==> config.mk <==
export PLATFORM = sky130hd
export DESIGN_NAME = miriscv_decode_stage_flat
export DESIGN_NICKNAME = d
export VERILOG_FILES = /design/src/rtl/miriscv_decode_stage_if.sv /design/src/rtl/miriscv_decode_stage.sv /design/src/flat_wrapper.sv
export SDC_FILE = /design/constraint.sdc
export NUM_CORES = 1
export LEC_CHECK = 0
export BUFFER_PORTS_ARGS = -buffer_cell sky130_fd_sc_hd__buf_2
export CORE_ASPECT_RATIO = 2
export CORE_UTILIZATION = 50
export DETAILED_ROUTE_END_ITERATION = 7
export PLACE_DENSITY_LB_ADDON = 0.2
export SKIP_LAST_GASP = 1
export SYNTH_ARGS = -nofsm -noshare
export SYNTH_HDL_FRONTEND = slang
export SYNTH_SLANG_ARGS = --single-unit
==> constraint.sdc <==
create_clock -name clk_i -period 8.7 [get_ports clk_i]
set_input_delay 0 -clock clk_i [delete_from_list [all_inputs] [get_ports clk_i]]
set_output_delay 0 -clock clk_i [all_outputs]
set_load 0.005 [all_outputs]
==> src/rtl/miriscv_decode_stage_if.sv <==
// miriscv_decode_stage_if: fetch-to-decode push handshake carrying {pc, instr}
// Signals: instr_valid (fetch offers), instr_ready (queue not full), instr/pc (payload).
// Modports: master = fetch side, slave = decode stage.
interface miriscv_decode_stage_if;
  logic        instr_valid;
  logic        instr_ready;
  logic [31:0] instr;
  logic [31:0] pc;
  modport master (output instr_valid, instr, pc, input instr_ready);
  modport slave  (input instr_valid, instr, pc, output instr_ready);
endinterface

==> src/rtl/miriscv_decode_stage.sv <==
// miriscv_decode_stage: RV32I(+M) decode stage with an instruction queue and registered control word
// Ports: clk_i, arstn_i (async active-low); flush_i drops queue and output register;
//   fetch (slave) pushes {pc, instr}; level_o is queue occupancy; dec_valid_o/dec_ready_i hand the
//   registered pc, raw word and control fields (ex_*, alu, mem_*, gpr_we, wb, branch/jal/jalr, mdu_*,
//   illegal_instr_o) to execute.
// Optional macro MIRISCV_RV32M_EN: decode OP with funct7=0000001 as an M-extension request.
module miriscv_decode_stage #(
  parameter int DEPTH = 4
) (
  input  logic                   clk_i,
  input  logic                   arstn_i,
  input  logic                   flush_i,
  miriscv_decode_stage_if.slave  fetch,
  output logic [$clog2(DEPTH):0] level_o,
  output logic                   dec_valid_o,
  input  logic                   dec_ready_i,
  output logic [31:0]            dec_pc_o,
  output logic [31:0]            dec_instr_o,
  output logic [1:0]             ex_op_a_sel_o,
  output logic [2:0]             ex_op_b_sel_o,
  output logic [4:0]             alu_op_o,
  output logic                   mem_req_o,
  output logic                   mem_we_o,
  output logic [2:0]             mem_size_o,
  output logic                   gpr_we_a_o,
  output logic                   wb_src_sel_o,
  output logic                   branch_o,
  output logic                   jal_o,
  output logic                   jalr_o,
  output logic                   mdu_req_o,
  output logic [2:0]             mdu_op_o,
  output logic                   illegal_instr_o
);
  localparam int AW = $clog2(DEPTH);
  localparam logic [4:0] ALU_ADD = 5'b00000;
  typedef struct packed {
    logic [1:0] a_sel;
    logic [2:0] b_sel;
    logic [4:0] alu;
    logic       mem_req;
    logic       mem_we;
    logic [2:0] mem_size;
    logic       gpr_we;
    logic       wb;
    logic       branch;
    logic       jal;
    logic       jalr;
    logic       illegal;
  } ctrl_t;
  logic [63:0] mem_q [DEPTH];
  logic [AW-1:0] wr_ptr_q, wr_ptr_d, rd_ptr_q, rd_ptr_d;
  logic [AW:0] cnt_q, cnt_d;
  logic push, load, dec_valid_q, dec_valid_d;
  logic [63:0] head;
  logic [31:0] ins, dec_pc_q, dec_instr_q;
  logic [2:0] f3;
  logic [6:0] f7;
  logic [4:0] op;
  logic ill;
  ctrl_t ctrl_d, ctrl_q;
  assign fetch.instr_ready = cnt_q != (AW+1)'(DEPTH);
  assign push = fetch.instr_valid & fetch.instr_ready & ~flush_i;
  assign load = (cnt_q != '0) & (~dec_valid_q | dec_ready_i) & ~flush_i;
  assign wr_ptr_d = flush_i ? '0 : wr_ptr_q + AW'(push);
  assign rd_ptr_d = flush_i ? '0 : rd_ptr_q + AW'(load);
  assign cnt_d = flush_i ? '0 : cnt_q + (AW+1)'(push) - (AW+1)'(load);
  assign dec_valid_d = flush_i ? 1'b0 : load ? 1'b1 : dec_ready_i ? 1'b0 : dec_valid_q;
  assign level_o = cnt_q;
  always_ff @(posedge clk_i or negedge arstn_i)
    if (!arstn_i) begin
      wr_ptr_q <= '0;
      rd_ptr_q <= '0;
      cnt_q    <= '0;
    end else begin
      wr_ptr_q <= wr_ptr_d;
      rd_ptr_q <= rd_ptr_d;
      cnt_q    <= cnt_d;
    end
  // Queue storage is never reset: occupancy alone says which entries are meaningful.
  always_ff @(posedge clk_i)
    if (push) mem_q[wr_ptr_q] <= {fetch.pc, fetch.instr};
  assign head = mem_q[rd_ptr_q];
  assign ins = head[31:0];
  assign f3 = ins[14:12];
  assign f7 = ins[31:25];
  assign op = ins[6:2];
  always_comb begin
    ctrl_d = '0;
    ill = 1'b0;
    case (op)
      5'b00000: begin
        ctrl_d.b_sel = 3'd1;
        ctrl_d.mem_req = 1'b1;
        ctrl_d.wb = 1'b1;
        ctrl_d.gpr_we = 1'b1;
        ctrl_d.mem_size = f3;
        ill = f3 == 3'b011 || f3[2:1] == 2'b11;
      end
      5'b00011: ill = f3 != 3'b000;
      5'b00100: begin
        ctrl_d.b_sel = 3'd1;
        ctrl_d.alu = {1'b0, ins[30] & (f3 == 3'b101), f3};
        ctrl_d.gpr_we = 1'b1;
        ill = (f3 == 3'b001 && f7 != 7'b0) || (f3 == 3'b101 && f7 != 7'b0 && f7 != 7'b0100000);
      end
      5'b00101: begin
        ctrl_d.a_sel = 2'd1;
        ctrl_d.b_sel = 3'd2;
        ctrl_d.gpr_we = 1'b1;
      end
      5'b01000: begin
        ctrl_d.b_sel = 3'd3;
        ctrl_d.mem_req = 1'b1;
        ctrl_d.mem_we = 1'b1;
        ctrl_d.mem_size = f3;
        ill = f3 > 3'b010;
      end
      5'b01100: begin
        ctrl_d.alu = {1'b0, ins[30], f3};
        ctrl_d.gpr_we = 1'b1;
        ill = !(f7 == 7'b0 || (f7 == 7'b0100000 && (f3 == 3'b000 || f3 == 3'b101)));
`ifdef MIRISCV_RV32M_EN
        if (f7 == 7'b0000001) begin
          ctrl_d.alu = ALU_ADD;
          ill = 1'b0;
        end
`endif
      end
      5'b01101: begin
        ctrl_d.a_sel = 2'd2;
        ctrl_d.b_sel = 3'd2;
        ctrl_d.gpr_we = 1'b1;
      end
      5'b11000: begin
        ctrl_d.alu = {2'b11, f3};
        ctrl_d.branch = 1'b1;
        ill = f3[2:1] == 2'b01;
      end
      5'b11001: begin
        ctrl_d.a_sel = 2'd1;
        ctrl_d.b_sel = 3'd4;
        ctrl_d.gpr_we = 1'b1;
        ctrl_d.jalr = 1'b1;
        ill = f3 != 3'b000;
      end
      5'b11011: begin
        ctrl_d.a_sel = 2'd1;
        ctrl_d.b_sel = 3'd4;
        ctrl_d.gpr_we = 1'b1;
        ctrl_d.jal = 1'b1;
      end
      default: ill = 1'b1;
    endcase
    if (ins[1:0] != 2'b11) ill = 1'b1;
    // An illegal word must not cause any architectural side effect downstream.
    if (ill) begin
      ctrl_d.mem_req = 1'b0;
      ctrl_d.mem_we = 1'b0;
      ctrl_d.gpr_we = 1'b0;
      ctrl_d.branch = 1'b0;
      ctrl_d.jal = 1'b0;
      ctrl_d.jalr = 1'b0;
    end
    ctrl_d.illegal = ill;
  end
  always_ff @(posedge clk_i or negedge arstn_i)
    if (!arstn_i) begin
      dec_valid_q <= 1'b0;
      dec_pc_q    <= '0;
      dec_instr_q <= '0;
      ctrl_q      <= '0;
    end else begin
      dec_valid_q <= dec_valid_d;
      if (load) begin
        dec_pc_q    <= head[63:32];
        dec_instr_q <= ins;
        ctrl_q      <= ctrl_d;
      end
    end
`ifdef MIRISCV_RV32M_EN
  logic mdu_req_d, mdu_req_q;
  logic [2:0] mdu_op_d, mdu_op_q;
  assign mdu_req_d = ins[6:0] == 7'b0110011 && f7 == 7'b0000001;
  assign mdu_op_d = mdu_req_d ? f3 : 3'b000;
  always_ff @(posedge clk_i or negedge arstn_i)
    if (!arstn_i) begin
      mdu_req_q <= 1'b0;
      mdu_op_q  <= '0;
    end else if (load) begin
      mdu_req_q <= mdu_req_d;
      mdu_op_q  <= mdu_op_d;
    end
  assign mdu_req_o = mdu_req_q;
  assign mdu_op_o = mdu_op_q;
`else
  assign mdu_req_o = 1'b0;
  assign mdu_op_o = 3'b000;
`endif
  assign dec_valid_o = dec_valid_q;
  assign dec_pc_o = dec_pc_q;
  assign dec_instr_o = dec_instr_q;
  assign ex_op_a_sel_o = ctrl_q.a_sel;
  assign ex_op_b_sel_o = ctrl_q.b_sel;
  assign alu_op_o = ctrl_q.alu;
  assign mem_req_o = ctrl_q.mem_req;
  assign mem_we_o = ctrl_q.mem_we;
  assign mem_size_o = ctrl_q.mem_size;
  assign gpr_we_a_o = ctrl_q.gpr_we;
  assign wb_src_sel_o = ctrl_q.wb;
  assign branch_o = ctrl_q.branch;
  assign jal_o = ctrl_q.jal;
  assign jalr_o = ctrl_q.jalr;
  assign illegal_instr_o = ctrl_q.illegal;
endmodule
==> src/flat_wrapper.sv <==
// flat-port wrapper written by rule: the top's interface ports become plain ports
module miriscv_decode_stage_flat 
#(
  parameter int DEPTH = 4
)
  (clk_i, arstn_i, flush_i, level_o, dec_valid_o, dec_ready_i, dec_pc_o, dec_instr_o, ex_op_a_sel_o, ex_op_b_sel_o, alu_op_o, mem_req_o, mem_we_o, mem_size_o, gpr_we_a_o, wb_src_sel_o, branch_o, jal_o, jalr_o, mdu_req_o, mdu_op_o, illegal_instr_o, fetch_instr_valid, fetch_instr, fetch_pc, fetch_instr_ready);
  miriscv_decode_stage_if fetch_i ();
  input  logic clk_i;
  input  logic arstn_i;
  input  logic flush_i;
  output logic [$clog2(DEPTH):0] level_o;
  output logic dec_valid_o;
  input  logic dec_ready_i;
  output logic [31:0] dec_pc_o;
  output logic [31:0] dec_instr_o;
  output logic [1:0] ex_op_a_sel_o;
  output logic [2:0] ex_op_b_sel_o;
  output logic [4:0] alu_op_o;
  output logic mem_req_o;
  output logic mem_we_o;
  output logic [2:0] mem_size_o;
  output logic gpr_we_a_o;
  output logic wb_src_sel_o;
  output logic branch_o;
  output logic jal_o;
  output logic jalr_o;
  output logic mdu_req_o;
  output logic [2:0] mdu_op_o;
  output logic illegal_instr_o;
  input wire logic [$bits(fetch_i.instr_valid)-1:0] fetch_instr_valid;
  input wire logic [$bits(fetch_i.instr)-1:0] fetch_instr;
  input wire logic [$bits(fetch_i.pc)-1:0] fetch_pc;
  output wire logic [$bits(fetch_i.instr_ready)-1:0] fetch_instr_ready;
  assign fetch_i.instr_valid = fetch_instr_valid;
  assign fetch_i.instr = fetch_instr;
  assign fetch_i.pc = fetch_pc;
  assign fetch_instr_ready = fetch_i.instr_ready;
  miriscv_decode_stage #(.DEPTH(DEPTH)) u_core (.clk_i(clk_i), .arstn_i(arstn_i), .flush_i(flush_i), .fetch(fetch_i), .level_o(level_o), .dec_valid_o(dec_valid_o), .dec_ready_i(dec_ready_i), .dec_pc_o(dec_pc_o), .dec_instr_o(dec_instr_o), .ex_op_a_sel_o(ex_op_a_sel_o), .ex_op_b_sel_o(ex_op_b_sel_o), .alu_op_o(alu_op_o), .mem_req_o(mem_req_o), .mem_we_o(mem_we_o), .mem_size_o(mem_size_o), .gpr_we_a_o(gpr_we_a_o), .wb_src_sel_o(wb_src_sel_o), .branch_o(branch_o), .jal_o(jal_o), .jalr_o(jalr_o), .mdu_req_o(mdu_req_o), .mdu_op_o(mdu_op_o), .illegal_instr_o(illegal_instr_o));
endmodule
After elaboration in Yosys (flattened, before gate mapping)
Memory sizes are Yosys's and may differ from the RTL's.
Index checks and enable logic that the tools add are counted.

storage, ports and cells
  bits in registers = 93
  RAM bits = 256
  input bits = 69
  output and inout port bits = 94
  word-level logic and storage cells = 98
  memories kept = 1

memories
  name          words  width  read ports  clocked after Yosys merged registers in  wr ports  RTL line                    RTL
  u_core.mem_q  4      64     1           0                                        1         miriscv_decode_stage.sv:50  logic [63:0] mem_q [DEPTH];

operators by class
  $add $sub $neg = 4
  order comparisons = 1
  equality and inequality tests = 18
  mux-type cells = 24
  bitwise logic cells = 8
  reduce and logical (&&, ||, !) cells = 24

operator list
  kind                count
  $eq 5x4->1 const B  3
  $eq 5x5->1 const B  3
  $pmux 5 s3          1
  $mux 1              14
  $pmux 3 s4          1
  $eq 5x3->1 const B  2
  $reduce_or 2->1     5
  $mux 3              3
  $reduce_bool 3->1   3
  $eq 7x6->1 const B  1
  $logic_not 7->1     1
  $ne 7x6->1 const B  1
  $pmux 1 s7          1
  $reduce_bool 7->1   1
  $reduce_or 7->1     1
  $mux 2              3
  $reduce_or 3->1     2
  $and 1x1->1         5
  $eq 5x2->1 const B  1
  $logic_not 5->1     1
  $add 2x1->2         2
  $logic_and 1x1->1   4
  $logic_or 1x1->1    4
  $pmux 2 s2          1
  14 further kinds    15

Depth between registers and ports, before layout
An unclocked memory read counts as a cell.

  depth after elaboration = 9
  mapped depth = 11
  gate-level depth less buffers = 9

Least setup slack after synthesis
OpenSTA, ideal clock, no wires.

  path kind = reg-to-reg
  from = register u_core.cnt_q[1] (netlist: u_core.level_o[1])
  to = memory u_core.mem_q[1][0] (enable)
  library setup time = 578 ps
  data arrival time = 5432 ps
  data required time = 8122 ps
  setup slack = 2690 ps
  cell stages (with the launch flop) = 5
  buffers on the path = 0
  clock period less this slack = 6010 ps
  path through = dfrtp_1 > inv_1 > nand3_1 > nand3b_1 > nor3b_1

between the ends
  word-level cells in the longest chain between the ends = 5

RTL lines
  element                       RTL line                    RTL
  start, declared               miriscv_decode_stage.sv:52  logic [AW:0] cnt_q, cnt_d;
  start signal, assigned        miriscv_decode_stage.sv:77  cnt_q <= cnt_d;
  $ne 3x3->1                    miriscv_decode_stage.sv:61  assign fetch.instr_ready = cnt_q != (AW+1)'(DEPTH);
  via fetch_instr_ready         flat_wrapper.sv:33          output wire logic [$bits(fetch_i.instr_ready)-1:0] fetch_instr_ready;
  $and 1x1->1 (2 in series)     miriscv_decode_stage.sv:62  assign push = fetch.instr_valid & fetch.instr_ready & ~flush_i;
  $mux 1                        miriscv_decode_stage.sv:81  if (push) mem_q[wr_ptr_q] <= {fetch.pc, fetch.instr};
  $mux 1 (implied by the code)  miriscv_decode_stage.sv:81
  end, declared                 miriscv_decode_stage.sv:50

The timed path passes the listed nets, and every way through them passes these cells.

Worst setup path after layout
  from = register u_core.rd_ptr_q[0]
  to = register u_core.ctrl_q, in the netlist u_core.gpr_we_a_o

between the ends
  word-level cells in the longest chain between the ends = 9
  elaborated cells on any way between the ends = 40
  classes of those cells = 1 x order compare; 17 x eq/ne; 4 x mux; 17 x reduce/logical; 1 x memory

RTL lines
  element                                               RTL line                                                  RTL
  start, declared                                       miriscv_decode_stage.sv:51                                logic [AW-1:0] wr_ptr_q, wr_ptr_d, rd_ptr_q, rd_ptr_d;
  start signal, assigned                                miriscv_decode_stage.sv:76                                rd_ptr_q <= rd_ptr_d;
  $mem_v2 4x64 *                                        n/a
  $eq 3x3->1 / $logic_not 3->1 (equally long branches)  miriscv_decode_stage.sv:104, miriscv_decode_stage.sv:121
  $logic_or 1x1->1                                      miriscv_decode_stage.sv:121                               ill = !(f7 == 7'b0 || (f7 == 7'b0100000 && (f3 == 3'b000 || f3 == 3'b101)));
  $logic_and 1x1->1                                     miriscv_decode_stage.sv:121
  $logic_or 1x1->1                                      miriscv_decode_stage.sv:121
  $logic_not 1->1                                       miriscv_decode_stage.sv:121
  $pmux 1 s7                                            miriscv_decode_stage.sv:90                                case (op)
  $mux 1                                                miriscv_decode_stage.sv:154                               if (ins[1:0] != 2'b11) ill = 1'b1;
  $mux 1 *                                              miriscv_decode_stage.sv:156                               if (ill) begin
  end signal, assigned                                  miriscv_decode_stage.sv:177                               ctrl_q <= ctrl_d;
  end, declared                                         miriscv_decode_stage.sv:60                                ctrl_t ctrl_d, ctrl_q;

Mark *: on every way between the ends. The rest lies on a longest branch, timed or not.
A chain may end at the register's enable or synchronous reset.

==> metrics.md <==
| Metric | Value |
|---|---|
| Yosys top cell by area | `edfxtp_1` |
| Max-slew headroom | `29.3%` |
| Post-synth top area share | `58.5%` |
| Final worst setup slack | `4870 ps` |
| Area Overhead vs Synth | `20.9%` |
| Leakage power | `6.18 nW` |
| Routability Congestion | `0.778` |
| Number of iterations in the first detailed-routing pass | `4` |
| Fin crit share | `44.1%` |
| Post-synth EDFFs | `256` |
| Hold Startpoint | `fetch_instr_valid` |
| Clk buf depth | `3` |
| RSZ-0062 raised after global routing | `no` |
| Crit-path max FO | `34` |
| IO Pins | `163` |
| Seq/Total Area, Yosys | `76.2%` |
| Largest net degree at the start of global routing | `91` |
| Post-CTS Setup Bufs | `0` |
| Worst hold path endpoint | `u_core.wr_ptr_q[0]` |
| Nets | `1073` |
| Row cnt | `83` |
| Worst-case reg-to-reg path depth | `6` |
| Clk slew on worst S/H paths | `70 ps` |
| Worst setup EP type | `register` |
| Initial detailed-routing violation count | `340` |
| Vias in the first global route | `7501` |
| Clock root cell | `clkbuf_16` |
| Initial Utilization | `51.0%` |
| CTS tree | `done` |
| Fin. Hold Viols | `0` |
| Vias | `7130` |
| Total CTS buffers | `29` |
| Worst hold-check path type | `in2reg` |
| Kind of critical path | `reg2reg` |
| Pre-CTS worst setup slack | `4790 ps` |
| Die height | `231 um` |
| Setup TNS | `0 ps` |
| Number of max-cap violations | `0` |
| WL final | `26100 um` |
| Peak VDD IR | `0.235 mV` |
| Antenna-violating nets left | `0` |
| Hpwl dp | `15100 um` |
| Fin. max-slew vios | `0` |
| Power density over the cells | `282 nW/um^2` |
| CP required | `9180 ps` |
| Hold depth | `5` |
| Flop2flop setup slack | `4870 ps` |
| Status | `finished clean` |
| Synth Area per Inst | `17.1 um^2` |
| IO buf count | `158` |
| CP startpoint | `u_core.rd_ptr_q[0]` |
| Core Box Area | `25800 um^2` |
| Reg2reg end | `u_core.gpr_we_a_o` |
| Worst skew pair latency | `550 ps` |
| Diode count | `0` |
| DRC | `0` |
| Post-synth top cells | `edfxtp_1 (256), nand2_1 (217), dfrtp_1 (93)` |
| Hold Buf Count CTS | `69` |
| Post-CTS sizing | `0` |
| First-pass GRT wire length | `40900 um` |
| Full die area | `27000 um^2` |
| Dpl cell area | `14300 um^2` |
| Worst Path Arrival | `4310 ps` |
| #FFs+latches synth | `349` |
| Clock sinks | `349` |
| Top area cells in the synthesized netlist | `edfxtp_1 (59%), dfrtp_1 (18%), mux4_2 (11%), nand2_1 (6.2%), o21ai_0 (0.57%)` |
| Synth Flop Type | `edfxtp_1` |
| Fmax achieved | `0.261 GHz` |
| Most frequent cell after synthesis | `edfxtp_1` |
| Setup violators final | `0` |
| Reg2reg start | `u_core.rd_ptr_q[0]` |
| Yosys cell types | `45` |
| Htree depth | `1` |
| Total global routing track utilization | `20.4%` |
| Design area | `15900 um^2` |
| Mapped Cells | `770` |
| Startpoint types | `register` |
| Remaining Overflow, GRT | `0` |
| Yosys warns | `0` |
| Clock skew | `11.8 ps` |
| DIE WIDTH | `117 um` |
| Worst-margin pin slew | `1060 ps` |
| Fraction of layout cells with a size suffix above 1 | `27.9%` |
| Antenna violations before repair | `0` |
| Routed WL per cell | `19.2 um` |
| Post-route minimum period | `3830 ps` |
| Vias per cell | `5.24` |
| Syn Std Cell Area | `13100 um^2` |
| Asr flop ratio synth | `26.6%` |
[per-stage QoR]
| step | util [%] | power, mW | instances | hold WS, ps |
|---|---|---|---|---|
| final | 61.7 | 4.47 | 1360 | 154 |
| after global routing | 61.7 | 4.73 | 1360 | 177 |
| after CTS | 61.7 | 4.54 | 1360 | 123 |
| after detailed placement | 55.4 | 3.23 | 1239 | 32.2 |
| after global placement | 55.4 | 3.21 | 1239 | 37.8 |
| after floorplan | - | 2.84 | 773 | -296 |
[where the power goes]
| part | internal (mW) | switching (mW) |
|---|---|---|
| clock | 0.718 | 0.563 |
| combinational | 0.472 | 0.536 |
| sequential | 2.02 | 0.160 |
[state kept, by name, indices dropped and copies added, names as in the netlist]
| signal | count |
|---|---|
| u_core.mem_q | 256 |
| u_core.dec_instr_o | 32 |
| u_core.dec_pc_o | 32 |
| u_core.alu_op_o | 5 |
| u_core.ex_op_b_sel_o | 3 |
| u_core.level_o | 3 |
| u_core.mem_size_o | 3 |
| u_core.ex_op_a_sel_o | 2 |
| u_core.rd_ptr_q | 2 |
| u_core.wr_ptr_q | 2 |
| u_core.branch_o | 1 |
| u_core.dec_valid_o | 1 |
| u_core.gpr_we_a_o | 1 |
| u_core.illegal_instr_o | 1 |
| u_core.jal_o | 1 |
| u_core.jalr_o | 1 |
| u_core.mem_req_o | 1 |
| u_core.mem_we_o | 1 |
| u_core.wb_src_sel_o | 1 |
[kinds of logic after synthesis]
group,Yosys count,synth area share [%]
compound gates,38,2.17
xor+xnor,4,0.267
fa+ha+maj,5,0.533
buf+inv,48,1.69
flops,349,76.2
mux,66,11.1
other cells,1,0.0285
simple gates,259,7.96
[cell type report]
| class | instances | area [um^2] |
|---|---|---|
| repair buffers | 233 | 1530 |
| flip-flops and latches | 349 | 10000 |
| clock buffers | 37 | 776 |
| well taps | 340 | 425 |
| multi-input cells | 376 | 2940 |
| clock inverters | 15 | 149 |
| fillers | 2060 | 9870 |
| inverters | 10 | 37.5 |
[critical path, cell delays in order, from the launching register on]
cell	delay, ps
dfrtp_4	870
buf_4	670
mux4_2	600
nor4_1	600
a31oi_1	260
a2111oi_4	490
a32o_1	260
[how the worst max path moves through the flow]
| stage | to | slack, ps | cells past startpoint |
|---|---|---|---|
| final | u_core.gpr_we_a_o | 4870 | 6 |
| after global routing | u_core.jal_o | 4610 | 6 |
| after CTS | u_core.gpr_we_a_o | 4780 | 6 |
| after detailed placement | u_core.gpr_we_a_o | 4790 | 6 |
| after global placement | u_core.jal_o | 4880 | 6 |
| after floorplan | u_core.mem_q[1][0] | 2690 | 4 |
[per-layer routing]
metal  vias up  track usage [%]  wire, um
li1       3295                -         -
met1      3607             24.3     10200
met2       180             36.9     14000
met3        48             2.64      1050
met4         0             7.95       871
met5         -                0         0
[placed cells by master (no fill, tap or decap), types with 4 or more instances in the layout]
| cell type | instances |
|---|---|
| edfxtp_1 | 256 |
| nand2_1 | 217 |
| buf_2 | 157 |
| dfrtp_1 | 91 |
| dlygate4sd3_1 | 69 |
| mux4_2 | 64 |
| clkbuf_16 | 29 |
| o21ai_0 | 15 |
| nor2_1 | 14 |
| nor2b_1 | 9 |
| inv_1 | 9 |
| clkinv_2 | 7 |
| buf_4 | 7 |
| clkbuf_1 | 6 |
| a32o_1 | 5 |
| xnor2_1 | 4 |
| a21oi_1 | 4 |
| ha_1 | 4 |
| conb_1 | 4 |
| clkinv_1 | 4 |
Note: power is estimated with default switching activity, not from simulation.
